==> src/rtl/timer_dev_if.sv <==
// Word-addressed register bus between the system bridge and a timer instance.
// The bridge drives address, full-word write strobe and data; the timer answers with read data.
interface timer_dev_if;
  logic [1:0]  addr;
  logic        we;
  logic [31:0] wd;
  logic [31:0] rd;

  modport master (output addr, output we, output wd, input rd);
  modport slave  (input addr, input we, input wd, output rd);
endinterface

==> src/rtl/timer_dev.sv <==
// Programmable down-counting timer with one-shot and auto-reload modes.
// Three word registers (CTRL, PRESET, COUNT); irq is the expiry flag gated by CTRL.IM.
module timer_dev #(
  parameter logic [31:0] PRESET_RST = 32'h0000_0000,
  parameter logic [31:0] CTRL_MASK  = 32'h0000_000F
) (
  input  logic       clk,
  input  logic       reset_n,
  timer_dev_if.slave bus,
  output logic       irq
);

  localparam logic [1:0] ADDR_CTRL   = 2'b00;
  localparam logic [1:0] ADDR_PRESET = 2'b01;
  localparam logic [1:0] ADDR_COUNT  = 2'b10;
  localparam logic [1:0] MODE_RELOAD = 2'b01;

  typedef enum logic [1:0] {
    ST_IDLE = 2'd0,
    ST_LOAD = 2'd1,
    ST_CNT  = 2'd2,
    ST_INT  = 2'd3
  } state_e;

  state_e      state_q, state_d;
  logic [31:0] ctrl_q, ctrl_d;
  logic [31:0] preset_q, preset_d;
  logic [31:0] count_q, count_d;
  logic        flag_q, flag_d;

  logic        wr_ctrl_s;
  logic        wr_preset_s;
  logic        en_s;
  logic [1:0]  mode_s;
  logic        flag_set_s;
  logic        flag_clr_s;
  logic        en_clr_s;

  assign wr_ctrl_s   = bus.we && (bus.addr == ADDR_CTRL);
  assign wr_preset_s = bus.we && (bus.addr == ADDR_PRESET);
  assign en_s        = ctrl_q[0];
  assign mode_s      = ctrl_q[2:1];

  // Sequencer next state and counter update
  always_comb begin
    state_d    = state_q;
    count_d    = count_q;
    flag_set_s = 1'b0;
    flag_clr_s = 1'b0;
    en_clr_s   = 1'b0;
    case (state_q)
      ST_IDLE: begin
        if (en_s) begin
          state_d = ST_LOAD;
        end else begin
          state_d = ST_IDLE;
        end
      end
      ST_LOAD: begin
        count_d = preset_q;
        state_d = ST_CNT;
      end
      ST_CNT: begin
        if (!en_s) begin
          state_d = ST_IDLE;
        end else if (count_q > 32'd1) begin
          count_d = count_q - 32'd1;
        end else begin
          // Presets 0 and 1 both expire on the first counting cycle
          count_d    = 32'd0;
          flag_set_s = 1'b1;
          state_d    = ST_INT;
        end
      end
      ST_INT: begin
        if (mode_s == MODE_RELOAD) begin
          flag_clr_s = 1'b1;
          state_d    = ST_LOAD;
        end else begin
          en_clr_s = 1'b1;
          state_d  = ST_IDLE;
        end
      end
      default: begin
        state_d = ST_IDLE;
      end
    endcase
  end

  // Register file next values; CPU writes win over the sequencer except for a flag set
  always_comb begin
    if (wr_ctrl_s) begin
      ctrl_d = bus.wd & CTRL_MASK;
    end else if (en_clr_s) begin
      ctrl_d = {ctrl_q[31:1], 1'b0};
    end else begin
      ctrl_d = ctrl_q;
    end

    if (wr_preset_s) begin
      preset_d = bus.wd;
    end else begin
      preset_d = preset_q;
    end

    if (flag_set_s) begin
      flag_d = 1'b1;
    end else if (wr_ctrl_s || wr_preset_s || flag_clr_s) begin
      flag_d = 1'b0;
    end else begin
      flag_d = flag_q;
    end
  end

  // State registers
  always_ff @(posedge clk or negedge reset_n) begin
    if (!reset_n) begin
      state_q  <= ST_IDLE;
      ctrl_q   <= 32'h0000_0000;
      preset_q <= PRESET_RST;
      count_q  <= 32'h0000_0000;
      flag_q   <= 1'b0;
    end else begin
      state_q  <= state_d;
      ctrl_q   <= ctrl_d;
      preset_q <= preset_d;
      count_q  <= count_d;
      flag_q   <= flag_d;
    end
  end

  // Read data mux; the reserved word reads as zero
  always_comb begin
    case (bus.addr)
      ADDR_CTRL:   bus.rd = ctrl_q & CTRL_MASK;
      ADDR_PRESET: bus.rd = preset_q;
      ADDR_COUNT:  bus.rd = count_q;
      default:     bus.rd = 32'h0000_0000;
    endcase
  end

  assign irq = flag_q & ctrl_q[3];

endmodule

==> src/flat_wrapper.sv <==
// flat-port wrapper written by rule: the top's interface ports become plain ports
module timer_dev_flat 
#(
  parameter logic [31:0] PRESET_RST = 32'h0000_0000,
  parameter logic [31:0] CTRL_MASK  = 32'h0000_000F
)
  (clk, reset_n, irq, bus_addr, bus_we, bus_wd, bus_rd);
  timer_dev_if bus_i ();
  input  logic clk;
  input  logic reset_n;
  output logic irq;
  input wire logic [$bits(bus_i.addr)-1:0] bus_addr;
  input wire logic [$bits(bus_i.we)-1:0] bus_we;
  input wire logic [$bits(bus_i.wd)-1:0] bus_wd;
  output wire logic [$bits(bus_i.rd)-1:0] bus_rd;
  assign bus_i.addr = bus_addr;
  assign bus_i.we = bus_we;
  assign bus_i.wd = bus_wd;
  assign bus_rd = bus_i.rd;
  timer_dev #(.PRESET_RST(PRESET_RST), .CTRL_MASK(CTRL_MASK)) u_core (.clk(clk), .reset_n(reset_n), .bus(bus_i), .irq(irq));
endmodule
==> config.mk <==
export PLATFORM = sky130hd
export DESIGN_NAME = timer_dev_flat
export DESIGN_NICKNAME = d
export VERILOG_FILES = /design/src/rtl/timer_dev_if.sv /design/src/rtl/timer_dev.sv /design/src/flat_wrapper.sv
export SDC_FILE = /design/constraint.sdc
export NUM_CORES = 1
export LEC_CHECK = 0
export BUFFER_PORTS_ARGS = -buffer_cell sky130_fd_sc_hd__buf_2
export CAP_MARGIN = 30
export CORE_ASPECT_RATIO = 0.75
export CORE_MARGIN = 1.5
export CORE_UTILIZATION = 35
export CTS_CLUSTER_SIZE = 20
export DETAILED_ROUTE_END_ITERATION = 10
export HOLD_SLACK_MARGIN = 0.15
export PLACE_DENSITY = 0.62
export SKIP_CTS_REPAIR_TIMING = 1
export SYNTH_ARGS = -nofsm -noshare
export SYNTH_HDL_FRONTEND = slang
export SYNTH_SLANG_ARGS = --single-unit
==> constraint.sdc <==
create_clock -name clk -period 2.8 [get_ports clk]
set_input_delay 0.56 -clock clk [delete_from_list [all_inputs] [get_ports clk]]
set_output_delay 0.56 -clock clk [all_outputs]
set_load 0.005 [all_outputs]
## After elaboration in Yosys (flattened, before gate mapping)

Index checks and enable logic that the tools add are counted.

| word-level totals | value |
|---|---|
| bits in registers | 71 |
| bits in latches | 0 |
| memory bits (writable) | 0 |
| memory bits (read-only) | 0 |
| logic and storage cells | 47 |
| memories kept | 0 |

| cells by class | value |
|---|---|
| $add $sub $neg | 1 |
| multiply operators | 0 |
| div/mod/pow operators | 0 |
| order comparisons | 1 |
| equality and inequality tests | 8 |
| shift-type cells | 0 |
| multiplexer cells | 20 |
| bitwise gates (word level) | 1 |
| reductions and logical operators | 10 |

Operators by type and width:

| cell | number |
|---|---|
| $pmux 32 s3 | 1 |
| $mux 32 | 2 |
| $pmux 32 s2 | 1 |
| $gt 32x1->1 const B | 1 |
| $sub 32x1->32 const B | 1 |
| $mux 1 | 12 |
| $pmux 2 s4 | 1 |
| $eq 2x1->1 const B | 3 |
| $eq 2x2->1 const B | 3 |
| $reduce_bool 2->1 | 3 |
| $logic_not 2->1 | 2 |
| $mux 2 | 2 |
| $mux 4 | 1 |
| $ne 3x3->1 const B | 1 |
| $logic_and 1x1->1 | 2 |
| $logic_or 1x1->1 | 2 |
| $ne 2x1->1 const B | 1 |
| $reduce_and 2->1 | 1 |
| $and 1x1->1 | 1 |

## Logic depth before layout (Yosys ltp)

Gate-level depths: netlist of the first run.

| logic depth | value |
|---|---|
| depth in word-level cells | 6 |
| gate-level depth with buffers | 8 |

## Worst setup path before layout of the first run

Ideal clock, no wire load.

| timing path | value |
|---|---|
| path kind | register to register |
| from | register u_core.count_q[3] |
| to | register u_core.count_q[31] |
| arrival | 2,532 ps |
| data required time | 2,713 ps |
| path slack | 181 ps |
| stages on the path, launching flop included | 7 |
| period minus slack after synthesis | 2,619 ps |
| cells stage by stage | dfrtp_1 > or4_1 > buf_2 > or4_4 > or4_4 > or4_1 > o211ai_1 |

| on the way | value |
|---|---|
| word-level cells in the longest chain between the ends | 4 |
| elaborated cells on any way between the ends | 5 |
| classes of those cells | 1 x add/sub; 1 x order compare; 3 x mux |

RTL lines:

| element | line | text |
|---|---|---|
| start: declaration | timer_dev.sv:28 | `logic [31:0] count_q, count_d;` |
| start signal: assignment | timer_dev.sv:127 | `count_q <= count_d;` |
| $sub 32x1->32 / $gt 32x1->1 (equally long branches) | timer_dev.sv:67, timer_dev.sv:66 |  |
| $mux 32 * | timer_dev.sv:66 | `end else if (count_q > 32'd1) begin` |
| $mux 32 * | timer_dev.sv:64 | `if (!en_s) begin` |
| $pmux 32 s2 * | timer_dev.sv:51 | `case (state_q)` |

Every way passes the cells marked *; elsewhere a longest branch is shown, timed or not. The select of a mux whose other input is x is not followed.
A chain may end at the register's enable or synchronous reset.

## Worst setup path in the final report of the first run

| timing path | value |
|---|---|
| from | register u_core.count_q[12] |
| to | register u_core.count_q[22] |

The elaborated chain is that of the path after synthesis.

==> impl_metrics.yaml, run 1 <==
logic_synthesis:
  synth_top_family_by_area: "compound AO/OA/AOI/OAI gates"
  synth.distinct_cells: 49
  ys_ff_latch: 71
  seq_area_frac_synth: 0.446
  synth-compound-area-share: 0.208
  yosysWarnings: 0
  synth_fa_ha_area_frac: 0.00629
  synthSimpleGateAreaFrac: 0.200
  synth_xor_area_frac: 0
  mappedNetlistNets: 438
  postSynth.asyncResetShare: 1.00
  synthCells: 399
  synth-edff-count: 0
  synth_mux_area_frac: 0.112
  syn_avg_cell_area_sq_um: 9.98
  synthFlopType: "dfrtp_1"
  syn-cell-area_sq_um: 3980
layout:
  syn2layout_area_growth_pct: 23.5
  final_core_utilization: 0.448
  fillers: 1091
  final_cell_mix: "dfrtp_1 (71), buf_2 (69), mux2_2 (35), nand2_1 (34), a22o_1 (29)"
  finalNonFillerCells: 624
  nets: 520
  diodes: 0
  drive_above_1_share: 0.326
  final_common_cell: "dfrtp_1"
  fin_area_sq_um: 4920
die:
  row_count: 33
  die-area_sq_um: 12000
  coreArea_sq_um: 11000
  die_y_um: 95.4
  initial_core_util: 0.362
  ios: 70
  die_x_um: 126
setup_path:
  cp-start-kind: "register"
  critPathSlowestCell: "or4_4"
  path_class: "register to register"
  crit_path_end_kind: "register"
  path_cells: "or3_1 > or4_4 > or4_1 > or4b_1 > nand4_1"
  path_max_fanout: 6
  cp.arrival_ps: 2890
  worst_ep_required_time_ps: 3060
  slowest_delay_ps: 580
timing:
  fmax_mhz: 380
  fin_skew_ps: 4.86
  relSlewSlack: 0.358
  tns_ps: 0
  hold_viol: 0
  period_share: 0.939
  finalSetupViolCount: 0
  whs_ps: 272
  worst_pin_slew_ps: 963
  layout_setup_ws_ps: 171
  rsz0062_at_grt: "false"
  final_max_slew_viol_count: 0
  min_period_ps: 2630
grt:
  grt_use_total: 0.215
  gr-total-overflow: 0
  antenna_found_initial: 0
  grt_pass1_vias: 3751
  grt_first_pass_wirelength_mm: 20.0
  grt_max_degree: 45
detailed_routing:
  wl_mm: 12.1
  first_pass_iters: 5
  viasPerCell: 5.94
  drc_errors: 0
  wl_per_cell_um: 19.4
  antenna_left: 0
  vias: 3704
  drtIter0Drc: 266
clocking:
  worstSkewPairLatency_ps: 330
  cts-root-buf: "clkbuf_16"
  clk_pin_slew_ps: 50
  htreeDepth: 3
  clock_sinks: 71
  clock_path_buffers: 2
  cts_made_buffers: 9
  cts_tree: "built"
worst_hold_path:
  holdCritPathClass: "input port to async pin"
pwr:
  power_density_nw_per_um2: 941
  ir_worst_vdd_mv: 0.409
  leakagePower_nw: 2.13
  fin_total_pwr_mw: 4.63
placed_design:
  place_area_sq_um: 4640
  portBuffers: 69
  finalWeightedCongestion: 0.850
  dp_hpwl_mm: 8.49
  place_ws_ps: 187
  dpl.cell_count: 610
run:
  max_cap_viol_count: 0
outcome:
  status: "finished, final reports clean"
==> final timing paths <==
| kind | startpoint | end | slack, ps | depth (start not counted) |
|---|---|---|---|---|
| hold reg to reg | u_core.flag_q | u_core.flag_q | 510 | 2 |
| max in group asynchronous | reset_n | u_core.preset_q[14] | 1830 | 2 |
| setup reg to reg | u_core.count_q[12] | u_core.count_q[22] | 170 | 5 |
| hold / removal | reset_n | u_core.preset_q[22] | 270 | 1 |
| setup / recovery | u_core.count_q[12] | u_core.count_q[22] | 170 | 5 |
| min in group clk | bus_wd[26] | u_core.preset_q[26] | 450 | 2 |
==> critical path, delay by kind of cell, from the launching register on <==
family           cells  cell delay [ps]
flip-flops           1              410
AND/OR/NAND/NOR      5             2150
==> synth_stat cells, drive strengths merged (3+ instances only) <==
| cell type | number | area, sq um |
|---|---|---|
| and2 | 3 | 18.8 |
| nand3 | 19 | 95.1 |
| or4 | 12 | 101 |
| and3 | 11 | 68.8 |
| nand4 | 5 | 31.3 |
| buf | 6 | 25.0 |
| nor4 | 6 | 43.8 |
| nand2 | 34 | 128 |
| o31ai | 6 | 55.1 |
| o211ai | 10 | 75.1 |
| a22o | 29 | 254 |
| o311ai | 11 | 96.3 |
| nor3 | 6 | 30.0 |
| or3 | 14 | 93.8 |
| a31oi | 3 | 18.8 |
| or2 | 3 | 18.8 |
| a22oi | 3 | 22.5 |
| nor2b | 5 | 31.3 |
| dfrtp | 71 | 1780 |
| mux2i | 5 | 50.1 |
| inv | 5 | 18.8 |
| a21oi | 20 | 100 |
| mux2 | 35 | 394 |
| nand2b | 5 | 31.3 |
| clkbuf | 18 | 67.6 |
| nor2 | 16 | 60.1 |
| a211o | 3 | 26.3 |
| o21ai | 17 | 85.1 |
==> state kept, by name, summed over array words and instances, names as in the netlist <==
signal	flops
u_core.count_q	32
u_core.preset_q	32
u_core.ctrl_q	4
u_core.state_q	2
u_core.flag_q	1
==> where the power goes <==
group	internal, mW	switching [mW]	total (mW)
Combinational	0.807	0.925	1.73
Clock	0.705	0.408	1.11
Sequential	1.37	0.413	1.78
==> cell type report <==
class,instances,area [sq um],area share
inverters,5,18.8,0.00382
multi-input cells,299,2100,0.427
well taps,140,175,0.0356
clock buffers,13,250,0.0509
flip-flops and latches,71,1780,0.361
repair buffers,95,566,0.115
clock inverters,1,30.0,0.00611
==> per-layer routing <==
| layer | wire, um | up-vias | global-route usage | part of all wire |
|---|---|---|---|---|
| li1 | - | 1702 | - | - |
| met1 | 5840 | 1852 | 0.297 | 0.48 |
| met2 | 5340 | 133 | 0.333 | 0.44 |
| met3 | 771 | 17 | 0.0561 | 0.064 |
| met4 | 162 | 0 | 0.0651 | 0.013 |
| met5 | 0 | - | 0 | 0 |
==> cells by family after synthesis <==
logic type / Yosys count
AND/OR/NAND/NOR: 144
AO/OA/AOI/OAI: 113
flip-flops: 71
multiplexers: 40
buffers and inverters: 29
adder cells (fa/ha/maj): 2
Note: power is estimated with default switching activity, not from simulation.
==> inputs of run 2 (changes only) <==
==> constraint.sdc (replaced) <==
create_clock -name clk -period 2.8 [get_ports clk]
set_input_delay 0.7 -clock clk [delete_from_list [all_inputs] [get_ports clk]]
set_output_delay 0.7 -clock clk [all_outputs]
set_load 0.02 [all_outputs]
==> run 2 against run 1 <==
Against the previous run:
- sequential share of layout area decreased by 0.51 points
- count of clock-buffer cells in the layout unchanged
- die area unchanged
==> impl_metrics.yaml, run 2 (synthesized netlist as in run 1, its figures left out) <==
layout:
  nets: 520
  top_regs: "u_core.count_q (32), u_core.preset_q (32), u_core.ctrl_q (4)"
  multi_input_area_sq_um: 2100
  diodes: 0
  fillers: 1074
  final_cell_mix: "dfrtp_1 (71), buf_2 (69), mux2_2 (35), nand2_1 (34), a22o_1 (29)"
  final_common_cell: "dfrtp_1"
  drive_above_1_share: 0.331
  syn2layout_area_growth_pct: 25.3
  seq_area_sq_um: 1780
outcome:
  status: "finished, final reports clean"
placed_design:
  portBuffers: 69
  finalWeightedCongestion: 0.848
  dp_hpwl_mm: 8.34
grt:
  met3_usage: 0.0511
  met2_usage: 0.336
  grt_pass1_vias: 3733
  grt_first_pass_wirelength_mm: 19.8
  use_met1: 0.299
  antenna_found_initial: 0
  gr-total-overflow: 0
  grt_max_degree: 45
  grt_use_total: 0.214
  busiest_layer: "met2"
timing:
  tns_ps: 0
  fin_skew_ps: 5.25
  min_period_ps: 2650
  final_max_slew_viol_count: 0
  relSlewSlack: 0.332
  hold_viol: 0
  finalSetupViolCount: 0
  period_share: 0.945
  fmax_mhz: 378
  rsz0062_at_grt: "false"
  whs_ps: 425
  worst_pin_slew_ps: 1000
die:
  die_y_um: 95.4
  row_count: 33
  die_x_um: 126
  die-area_sq_um: 12000
  coreArea_sq_um: 11000
  ios: 70
  initial_core_util: 0.362
clocking:
  clock_path_buffers: 2
  clock_sinks: 71
  cts-root-buf: "clkbuf_16"
  cts_tree: "built"
  worstSkewPairLatency_ps: 330
  cts_made_buffers: 9
  htreeDepth: 3
  clk_pin_slew_ps: 60
detailed_routing:
  drc_errors: 0
  wl_mm: 11.9
  wl_per_cell_um: 19.1
  antenna_left: 0
  first_pass_iters: 5
  drtIter0Drc: 317
  viasPerCell: 5.81
  vias: 3639
setup_path:
  cp.arrival_ps: 2900
  reg2reg_depth: 5
  r2r-end: "u_core.count_q[31]"
  path_class: "register to register"
  critPathSlowestCell: "or4_4"
  r2r-start: "u_core.count_q[5]"
  worst_ep_required_time_ps: 3050
  slowest_delay_ps: 610
  cp-start-kind: "register"
  rrSetupSlack_ps: 150
  crit_path_end_kind: "register"
  path_max_fanout: 5
  path_cells: "or4_1 > or4_4 > or4_4 > or4_1 > o211ai_1"
pwr:
  fin_total_pwr_mw: 4.86
  ir_worst_vdd_mv: 0.409
  power_density_nw_per_um2: 975
  leakagePower_nw: 2.16
run:
  max_cap_viol_count: 0
worst_hold_path:
  holdCritPathClass: "input port to async pin"
run 2: power breakdown:
| group | total (mW) | leakage, nW | internal (mW) | switching (mW) |
|---|---|---|---|---|
| clock | 1.24 | 0.160 | 0.827 | 0.417 |
| combinational | 1.83 | 1.15 | 0.814 | 1.02 |
| sequential | 1.79 | 0.851 | 1.37 | 0.416 |
| total | 4.86 | 2.16 | 3.01 | 1.85 |
run 2: layout make-up:
class,instances,area share
multi-input combinational,299,0.421
sequential,71,0.356
timing repair buffer,95,0.118
clock buffer,13,0.0522
tap,140,0.0351
clock inverter,3,0.0130
inverter,5,0.00376
run 2: stage by stage:
stage	util	std cells	cell area, sq um	worst slack, ps
finish	0.454	626	4990	154
global route	0.454	626	4990	73.9
detailed placement	0.424	610	4660	172
global placement	0.424	610	4660	200
floorplan	-	399	3980	140
CTS	0.454	626	4990	173
run 2: layer usage:
metal | share of wire | vias to the layer above
met5 | 0 | -
met4 | 0.0081 | 0
met3 | 0.071 | 9
met2 | 0.44 | 138
met1 | 0.48 | 1788
li1 | - | 1704
run 2: worst max-delay path: cells and delay by family, from the launching register on:
| family | cells | cell delay [ps] |
|---|---|---|
| compound gates | 1 | 100 |
| simple gates | 4 | 2040 |
| flops | 1 | 420 |
run 2: worst max path at each step:
| stage | startpoint | end |
|---|---|---|
| after floorplan | bus_addr[1] | bus_rd[11] |
| after global placement | u_core.count_q[12] | u_core.count_q[22] |
| after detailed placement | u_core.count_q[5] | u_core.count_q[31] |
| after CTS | u_core.count_q[12] | u_core.count_q[22] |
| after global routing | u_core.count_q[5] | u_core.count_q[31] |
| final | u_core.count_q[5] | u_core.count_q[31] |
